==> src/rtl/voice_alloc.sv <==
// voice_alloc: polyphonic voice allocator (retrigger > free voice > steal oldest), one voice scanned per clock
//   clk, rst            clock, synchronous active-high reset
//   note_on, note_off   one-cycle event strobes, note sampled on acceptance
//   busy, drop          event in progress / strobe discarded (one-cycle pulse)
//   voice_gate/note/trig per-voice gate, note number, one-cycle (re)assign pulse
module voice_alloc #(
   parameter int VOICES = 4,
   parameter int NOTE_W = 7,
   parameter int AGE_W  = 4
) (
   input  logic                     clk,
   input  logic                     rst,
   input  logic                     note_on,
   input  logic                     note_off,
   input  logic [NOTE_W-1:0]        note,
   output logic                     busy,
   output logic                     drop,
   output logic [VOICES-1:0]        voice_gate,
   output logic [VOICES*NOTE_W-1:0] voice_note,
   output logic [VOICES-1:0]        voice_trig
);
   localparam int IW = $clog2(VOICES);
   typedef enum logic [1:0] {IDLE, SCAN, APPLY} state_t;
   state_t state, state_nx;
   logic [IW-1:0] idx, t, match_idx, free_idx, old_idx;
   logic match_ok, free_ok, is_on, accept;
   logic [NOTE_W-1:0] lnote;
   logic [AGE_W-1:0] age [VOICES];
   assign busy   = state != IDLE;
   assign accept = !busy && (note_on || note_off);
   always_comb begin
      state_nx = state == IDLE ? (accept ? SCAN : IDLE) :
                 state == SCAN ? (idx == IW'(VOICES-1) ? APPLY : SCAN) : IDLE;
      t = match_ok ? match_idx : free_ok ? free_idx : old_idx;
   end
   always_ff @(posedge clk)
      if (rst) state <= IDLE;
      else     state <= state_nx;
   always_ff @(posedge clk) begin
      if (rst) begin
         idx        <= '0;
         match_idx  <= '0;
         free_idx   <= '0;
         old_idx    <= '0;
         match_ok   <= 1'b0;
         free_ok    <= 1'b0;
         is_on      <= 1'b0;
         lnote      <= '0;
         drop       <= 1'b0;
         voice_gate <= '0;
         voice_note <= '0;
         voice_trig <= '0;
         for (int i = 0; i < VOICES; i++) age[i] <= AGE_W'(i);
      end else begin
         voice_trig <= '0;
         // busy strobes are lost; a simultaneous on+off while idle loses the off
         drop <= (busy && (note_on || note_off)) || (!busy && note_on && note_off);
         if (accept) begin
            lnote    <= note;
            is_on    <= note_on;
            idx      <= '0;
            match_ok <= 1'b0;
            free_ok  <= 1'b0;
         end
         if (state == SCAN) begin
            idx <= idx + 1'b1;
            if (!match_ok && voice_gate[idx] && voice_note[idx*NOTE_W +: NOTE_W] == lnote) begin
               match_ok  <= 1'b1;
               match_idx <= idx;
            end
            if (!free_ok && !voice_gate[idx]) begin
               free_ok  <= 1'b1;
               free_idx <= idx;
            end
            if (age[idx] == AGE_W'(VOICES-1)) old_idx <= idx;
         end
         if (state == APPLY) begin
            if (is_on) begin
               voice_gate[t]                 <= 1'b1;
               voice_note[t*NOTE_W +: NOTE_W] <= lnote;
               voice_trig[t]                 <= 1'b1;
               // younger voices age by one, target becomes youngest: ages stay a permutation
               for (int j = 0; j < VOICES; j++)
                  age[j] <= IW'(j) == t ? '0 : age[j] < age[t] ? age[j] + 1'b1 : age[j];
            end else begin
               for (int j = 0; j < VOICES; j++)
                  if (voice_gate[j] && voice_note[j*NOTE_W +: NOTE_W] == lnote) voice_gate[j] <= 1'b0;
            end
         end
      end
   end
endmodule

==> config.mk <==
export PLATFORM = sky130hd
export DESIGN_NAME = voice_alloc
export DESIGN_NICKNAME = d
export VERILOG_FILES = /design/src/rtl/voice_alloc.sv
export SDC_FILE = /design/constraint.sdc
export NUM_CORES = 1
export LEC_CHECK = 0
export BUFFER_PORTS_ARGS = -buffer_cell sky130_fd_sc_hd__buf_2
export CAP_MARGIN = 10
export CORE_MARGIN = 8
export CORE_UTILIZATION = 50
export CTS_CLUSTER_DIAMETER = 200
export DETAILED_ROUTE_END_ITERATION = 10
export GPL_ROUTABILITY_DRIVEN = 0
export PLACE_DENSITY = 0.78
export SYNTH_ARGS = -nofsm -noshare
export SYNTH_HDL_FRONTEND = slang
export SYNTH_SLANG_ARGS = --single-unit
export TNS_END_PERCENT = 30
==> constraint.sdc <==
create_clock -name clk -period 5.8 [get_ports clk]
set_input_delay 1.16 -clock clk [delete_from_list [all_inputs] [get_ports clk]]
set_output_delay 1.16 -clock clk [all_outputs]
set_load 0.02 [all_outputs]
Word level (Yosys, flattened, before mapping)
Memories as Yosys holds them, arrays and structs flattened. A register that Yosys moved wholly into a read port is not among the register bits. Index checks and enable logic that the tools add are counted.

$add $sub $neg: 6. Multiply operators: 2. Order comparisons: 7. Equal/unequal tests: 12. Shifts and indexed selects: 3. Muxes and demuxes: 44. Bitwise logic cells: 7. Reductions and logical operators: 35.

Operators with widths (count): $mux W4 (13); $eq A7 B7 Y1 (5); $neg A5 Y34 (1); $shift A7 B34 Y28 const A (1); $shiftx A7 B34 Y28 (1); $bwmux W28 (1); $shiftx A28 B6 Y7 (1); $mux W1 (19); $mux W2 (9); $add A4 B1 Y4 const B (4); $lt A4 B4 Y1 (4); $reduce_and A2 Y1 (8); $logic_and A1 B1 Y1 (12); $reduce_bool A2 Y1 (6); $mul A2 B3 Y5 const B (2); $lt A2 B3 Y1 const B (2); $eq A2 B2 Y1 const A (2); $eq A2 B2 Y1 const B (2); $eq A4 B2 Y1 const B (1); $logic_not A1 Y1 (4); $logic_not A2 Y1 (2); $or A1 B1 Y1 (4); $or A4 B4 Y4 (1); $reduce_or A3 Y1 (1); other kinds (8) (10).

Flip-flop bits (word level): 57. Bits in writable memories: 16. Output and inout bits: 38. Word-level logic and storage cells: 133. Memories: 1.

Memories: age (depth 4, width 4, rd ports 6, clocked after memory_dff 1, write ports 4, RTL line 28) `logic [AGE_W-1:0] age [VOICES];`.

Longest topological paths before layout
Gate-level depths: netlist (run 1).

Word-level depth: 8. Mapped depth: 10. Depth with buffers taken out: 9.

Worst setup path before layout (run 1)
No wires, ideal clock.

Kind: reg-to-reg. Start: register free_ok (netlist name). End: memory age[3][0], enable pin. Library setup time: 347 ps. Arrival time: 2469 ps. Data required time: 5453 ps. Slack: 2984 ps. Stages on the path, launching flop included: 10. Buffers on the path: 0. Period minus slack after synthesis: 2816 ps. Cells stage by stage: dfxtp_1 mux2_2 o21a_2 clkinv_2 mux4_2 inv_1 ha_1 a31oi_1 o21ai_0 a22oi_1.

RTL lines (RTL line): end: declaration (28).

==> metrics.yaml, run 1 <==
dpl.hpwl_um: 7272
hold_buffers: 0
ys_types: 49
postLayoutCoreUtil_pct: 58.10
cp-startpoint: "free_ok$_SDFF_PP0_"
r2r_end: "age[3][3]$_SDFFCE_PP0P_"
yosysMostFrequentCell: "dfxtp_1"
cts.repair.resized: 0
antenna_found_initial: 0
die-area_mm2: 0.01118
fp-row-count: 32
synth.top_cell.area_share_pct: 29.33
post_drt_wl_per_cell_um: 17.93
setup_slack_ns: 2.682
synth-edff-count: 16
path_clk_slew_ns: 0.08
synthCells: 427
grt_max_degree: 61
setup_viol: 0
reg2reg_slack_ns: 2.68
synthesis.area_mm2: 0.004026
hold_slack_ns: 0.4879
clk_latency_ns: 0.35
maxCapViolations: 0
start_util_pct: 51.84
power_leakage_nw: 1.836
max_freq_mhz: 320.7
clk_path_buf_depth: 2
power.total_mw: 1.102
ys_dominant_reg_cell: "dfxtp_1"
route.detailed.drc: 0
rsz0062_at_grt: "false"
tightest_slew_ns: 1.200
syn-num-nets: 455
synth_commonest_cells: "dfxtp_1, nand2_1, a21oi_1, nor2_1"
status: "finished clean"
cts_htree_levels: 3
critPathMaxFanout: 11
powerDensity_mw_per_mm2: 244.1
yosys.area.top_type: "dfxtp_1"
synthTopCellsByArea: "dfxtp_1, edfxtp_1, ha_1"
root_buffer: "clkbuf_8"
drt_pass1_iterations: 5
die_h_um: 105.7
post_cts_buffers: 0
timing.rr.start: "free_ok$_SDFF_PP0_"
grt_util_all_layers_pct: 18.16
fill_cells: 687
fin_crit_ns: 3.118
syn2layout_area_growth_pct: 12.09
rr_worst_depth: 9
cts_tree: "done"
endpoint_kind: "flip-flop"
slew-limit-headroom_pct: 19.28
fin_worst_skew_ns: 0.005805
drive_above_1_share_pct: 16.09
grt_pass1_vias: 3345
synth_seq_area_share_pct: 41.27
totalWireLength_um: 10180
period_share_pct: 53.76
critPathLaunchType: "flip-flop"
final_antenna_net_count: 0
numCtsBuffers: 9
yosysWarningCount: 0
grt-ovfl-total: 0
hold_viol: 0
core-area_mm2: 0.007767
ios: 49
setup_tns_ns: 0
min_path_type: "reg2reg"
clkSinkCount: 75
crit_arrival_ns: 3.12
vias_per_cell: 6.005
ys_seq_elements: 75
finalNetCount: 489
dp_worst_setup_slack_ns: 2.696
die_w_um: 105.7
path_class: "reg2reg"
grt_pass1_wl_um: 16710
synthArstFlopShare_pct: 0
numPortBuffers: 48
vias: 3411
maxSlewViolCount: 0
ir_drop_mv: 0.1744
required_ns: 5.80
antenna_cells: 0
synth.avg_cell_area_um2: 9.429
drt_iter0_drc: 190
crit_end: "age[3][3]$_SDFFCE_PP0P_"
[worst max-delay path: stages, from the launching register on]
cell and delay [ns]:
dfxtp_1 0.40, mux2_2 0.36, o21a_2 0.25, clkinv_2 0.16
mux4_2 0.51, inv_1 0.14, ha_1 0.27, a31oi_1 0.16
o21ai_0 0.09, a22oi_1 0.44
[metrics by stage]
| step | cells | area (um2) |
|---|---|---|
| after floorplan | 427 | 4026 |
| after global placement | 552 | 4290 |
| after detailed placement | 552 | 4290 |
| after CTS | 568 | 4513 |
| after global routing | 568 | 4513 |
| final | 568 | 4513 |
[power by group]
group | internal, mW | leakage, nW | switching [mW] | total (mW)
clock network | 0.248 | 0.111 | 0.190 | 0.438
logic | 0.0391 | 1.10 | 0.0496 | 0.0887
registers | 0.545 | 0.626 | 0.0300 | 0.575
total | 0.832 | 1.84 | 0.270 | 1.10
[cells in the final DEF (no fill, tap or decap), drive strengths merged, types with 3 or more instances in the layout]
cell type,instances
xor2,22
and2,4
nand2,47
clkbuf,13
buf,49
xnor2,22
ha,17
a211oi,3
a31oi,4
edfxtp,16
o21ai,11
mux4,9
nand2b,6
mux2,3
nor4,6
nand4,5
and3,5
o22ai,3
nand3,22
a22oi,16
inv,6
a21oi,37
nor3,14
nor2,33
dfxtp,59
mux2i,12
[routing by layer]
metal	vias to the layer above	GRT usage, %	share of wire, %	wire length [um]
met2	155	30.16	48	4891
met1	1626	21.78	41	4184
met4	0	6.533	2.1	217
met5	-	0	0	0
met3	23	5.359	8.7	888
li1	1607	-	-	-
[cell type report]
type	count	area [um2]	share of cell area [%]
repair buffers	49	247.7	5.489
well taps	102	127.6	2.828
clock inverters	3	42.54	0.9426
multi-input cells	319	2221	49.21
inverters	7	32.53	0.7208
clock buffers	13	180.2	3.992
flip-flops and latches	75	1662	36.82
[worst min-delay path by stage]
stage	end	from	depth (start not counted)	slack, ns
finish	match_idx[1]$_SDFFE_PP0P_	match_idx[1]$_SDFFE_PP0P_	2	0.49
global route	old_idx[1]$_SDFFE_PP0P_	old_idx[1]$_SDFFE_PP0P_	2	0.53
CTS	match_idx[1]$_SDFFE_PP0P_	match_idx[1]$_SDFFE_PP0P_	2	0.49
detailed placement	match_idx[1]$_SDFFE_PP0P_	match_idx[1]$_SDFFE_PP0P_	2	0.47
global placement	match_idx[1]$_SDFFE_PP0P_	match_idx[1]$_SDFFE_PP0P_	2	0.46
floorplan	match_idx[1]$_SDFFE_PP0P_	match_idx[1]$_SDFFE_PP0P_	2	0.45
[logic make-up after synthesis]
kind of cell | synth area share [%]
DFF | 41.27
buffers and inverters | 3.574
muxes | 9.509
xor gates and xnor gates | 9.571
AOI/OAI and AO/OA | 12.80
adders and majority gates | 5.562
and+or+nand+nor | 17.71
[state kept, by name, summed over array words and instances (netlist names), named ones only]
register / count
voice_note: 28
age: 16
lnote: 7
voice_gate: 4
voice_trig: 4
free_idx: 2
idx: 2
match_idx: 2
old_idx: 2
state: 2
drop: 1
free_ok: 1
is_on: 1
match_ok: 1
Power figures use the tool's default switching activity.
==> inputs of run 2 (changes only) <==
Clock period 5.8 ns to 3.2 ns, I/O delays scaled along.
==> run 2 against run 1 <==
Non-clock buffer count is 6 higher. Register-to-register slack worse by 2.5 ns. Largest power group unchanged. Largest cell class unchanged. Setup slack worse by 2.5 ns. Global-route usage is 0.53 points higher. Fmax is 4.4% higher. Routed wire length is 0.82% lower. Critical path depth stayed put. Sequential share of layout area is 0.30 points lower. Final cell count is 0.88% higher. Cell area is 0.83% higher. Sequential cell count stayed put. Clock skew is 0.0071 ns higher.
==> metrics.yaml, run 2 (synthesized netlist as in run 1, its figures left out) <==
drt_pass1_iterations: 7  # +2
dp_worst_setup_slack_ns: 0.2634  # -2.432 ns
worstPathCellList: "mux2_2, o21a_2, clkinv_2, mux4_2, inv_1, ha_1, a31oi_1, o21ai_0, a22oi_1"
setup_slack_ns: 0.2141  # -2.468 ns
power.total_mw: 1.971  # +79%
layout_commonest_cell: "dfxtp_1"
hold_buffers: 0  # unchanged
required_ns: 3.21  # -2.59 ns
worstHoldStart: "match_idx[1]$_SDFFE_PP0P_"
reg_top3: "voice_note: 28 flops, age: 16 flops, lnote: 7 flops"
grt_util_all_layers_pct: 18.70  # +0.53 points
ios: 49  # unchanged
drive_above_1_share_pct: 17.20  # +1.1 points
ir_drop_mv: 0.2808  # +61%
slew-limit-headroom_pct: 30.08  # +11 points
postLayoutCoreUtil_pct: 58.59  # +0.48 points
power_leakage_nw: 1.866  # +1.6%
start_util_pct: 51.84  # unchanged
finalNetCount: 495  # +1.2%
clkSinkCount: 75  # unchanged
maxCapViolations: 0  # unchanged
path_clk_slew_ns: 0.08  # about the same
hold_viol: 0  # unchanged
core-area_mm2: 0.007767  # unchanged
dpl.hpwl_um: 7403  # +1.8%
die_w_um: 105.7  # unchanged
status: "finished clean"
grt-ovfl-total: 0  # unchanged
min_path_cells: 2  # unchanged
rsz0062_at_grt: "false"
numCtsBuffers: 9  # unchanged
antenna_found_initial: 0  # unchanged
antenna_cells: 0  # unchanged
drt_iter0_drc: 221  # +16%
fp-row-count: 32  # unchanged
layout_common_cells: "dfxtp_1, buf_2, nand2_1"
post_drt_wl_per_cell_um: 17.62  # -1.7%
setup_tns_ns: 0  # unchanged
slowest_stage: "mux4_2"
endpoint_kind: "flip-flop"
rr_worst_depth: 9  # unchanged
max_stage_delay_ns: 0.49  # -0.02 ns
crit_arrival_ns: 2.99  # -0.13 ns
clk_latency_ns: 0.36  # about the same
largest_reg_flops: 28  # unchanged
max_freq_mhz: 334.9  # +4.4%
holdPathEnd: "match_idx[1]$_SDFFE_PP0P_"
setup_viol: 0  # unchanged
grt_max_degree: 34  # -44%
crit_cells: 9  # unchanged
cts_htree_levels: 3  # unchanged
cts_tree: "done"
vias: 3389  # -0.64%
route.detailed.drc: 0  # unchanged
cp.buffers_inverters: 2  # unchanged
grt_pass1_vias: 3365  # +0.60%
fin_worst_skew_ns: 0.01289  # +0.007090 ns
regMostFlops: "voice_note"
root_buffer: "clkbuf_8"
period_share_pct: 93.31  # +40 points
grt_pass1_wl_um: 16990  # +1.7%
numPortBuffers: 48  # unchanged
dp.cells: 558  # +1.1%
critPathLaunchType: "flip-flop"
cts.repair.resized: 0  # unchanged
totalWireLength_um: 10100  # -0.82%
die-area_mm2: 0.01118  # unchanged
vias_per_cell: 5.914  # -1.5%
fin_crit_ns: 2.986  # -0.1322 ns
min_path_type: "reg2reg"
die_h_um: 105.7  # unchanged
critPathMaxFanout: 7  # -4
cpLargestDelayFamily: "compound AO/OA/AOI/OAI gates"
tightest_slew_ns: 1.039  # -0.1606 ns
r2r_end: "age[3][0]$_SDFFCE_PN1P_"
final_cells: 573  # +0.88%
powerDensity_mw_per_mm2: 433.0  # +77%
path_class: "reg2reg"
maxSlewViolCount: 0  # unchanged
post_cts_buffers: 0  # unchanged
syn2layout_area_growth_pct: 13.02
clk_path_buf_depth: 2  # unchanged
reg2reg_slack_ns: 0.21  # -2.47 ns
final_antenna_net_count: 0  # unchanged
timing.rr.start: "free_ok$_SDFF_PP0_"
## run 2: final cells by class
| class | instances | area (um2) |
|---|---|---|
| fill | 698 | 3217 |
| multi-input combinational | 319 | 2221 |
| sequential | 75 | 1662 |
| timing repair buffer | 55 | 292.8 |
| clock buffer | 13 | 201.4 |
| tap | 102 | 127.6 |
| inverter | 7 | 32.53 |
| clock inverter | 2 | 13.76 |
## run 2: tightest hold or removal path: stages, from the launching register on
cell and delay [ns]:
dfxtp_1 0.33, mux2i_1 0.06, nor2_1 0.07
## run 2: worst max-delay path by stage
stage,to,slack [ns],startpoint
after floorplan,age[3][0]$_SDFFCE_PN1P_,0.38,free_ok$_SDFF_PP0_
after global placement,age[3][0]$_SDFFCE_PN1P_,0.36,free_ok$_SDFF_PP0_
after detailed placement,age[3][0]$_SDFFCE_PN1P_,0.26,free_ok$_SDFF_PP0_
after CTS,age[3][0]$_SDFFCE_PN1P_,0.25,free_ok$_SDFF_PP0_
after global routing,age[3][0]$_SDFFCE_PN1P_,0.09,free_ok$_SDFF_PP0_
final,age[3][0]$_SDFFCE_PN1P_,0.21,free_ok$_SDFF_PP0_
## run 2: per-stage QoR
step | hold WS (ns) | area, um2
6_report | 0.4981 | 4551
5_1_grt | 0.5112 | 4551
4_1_cts | 0.4988 | 4551
3_5_place_dp | 0.4802 | 4335
3_3_place_gp | 0.4675 | 4335
2_1_floorplan | 0.4511 | 4026
## run 2: power by group
group / internal, mW / switching, mW
combinational: 0.0729 / 0.0899
sequential: 0.988 / 0.0511
clock: 0.415 / 0.354
total: 1.48 / 0.495
## run 2: metal layers
metal  wire [um]  GRT usage, %  part of all wire, %
met5           0             0                    0
met4         167         6.834                  1.7
met3         723         4.507                  7.2
met2        4902         31.14                   49
met1        4306         22.92                   43
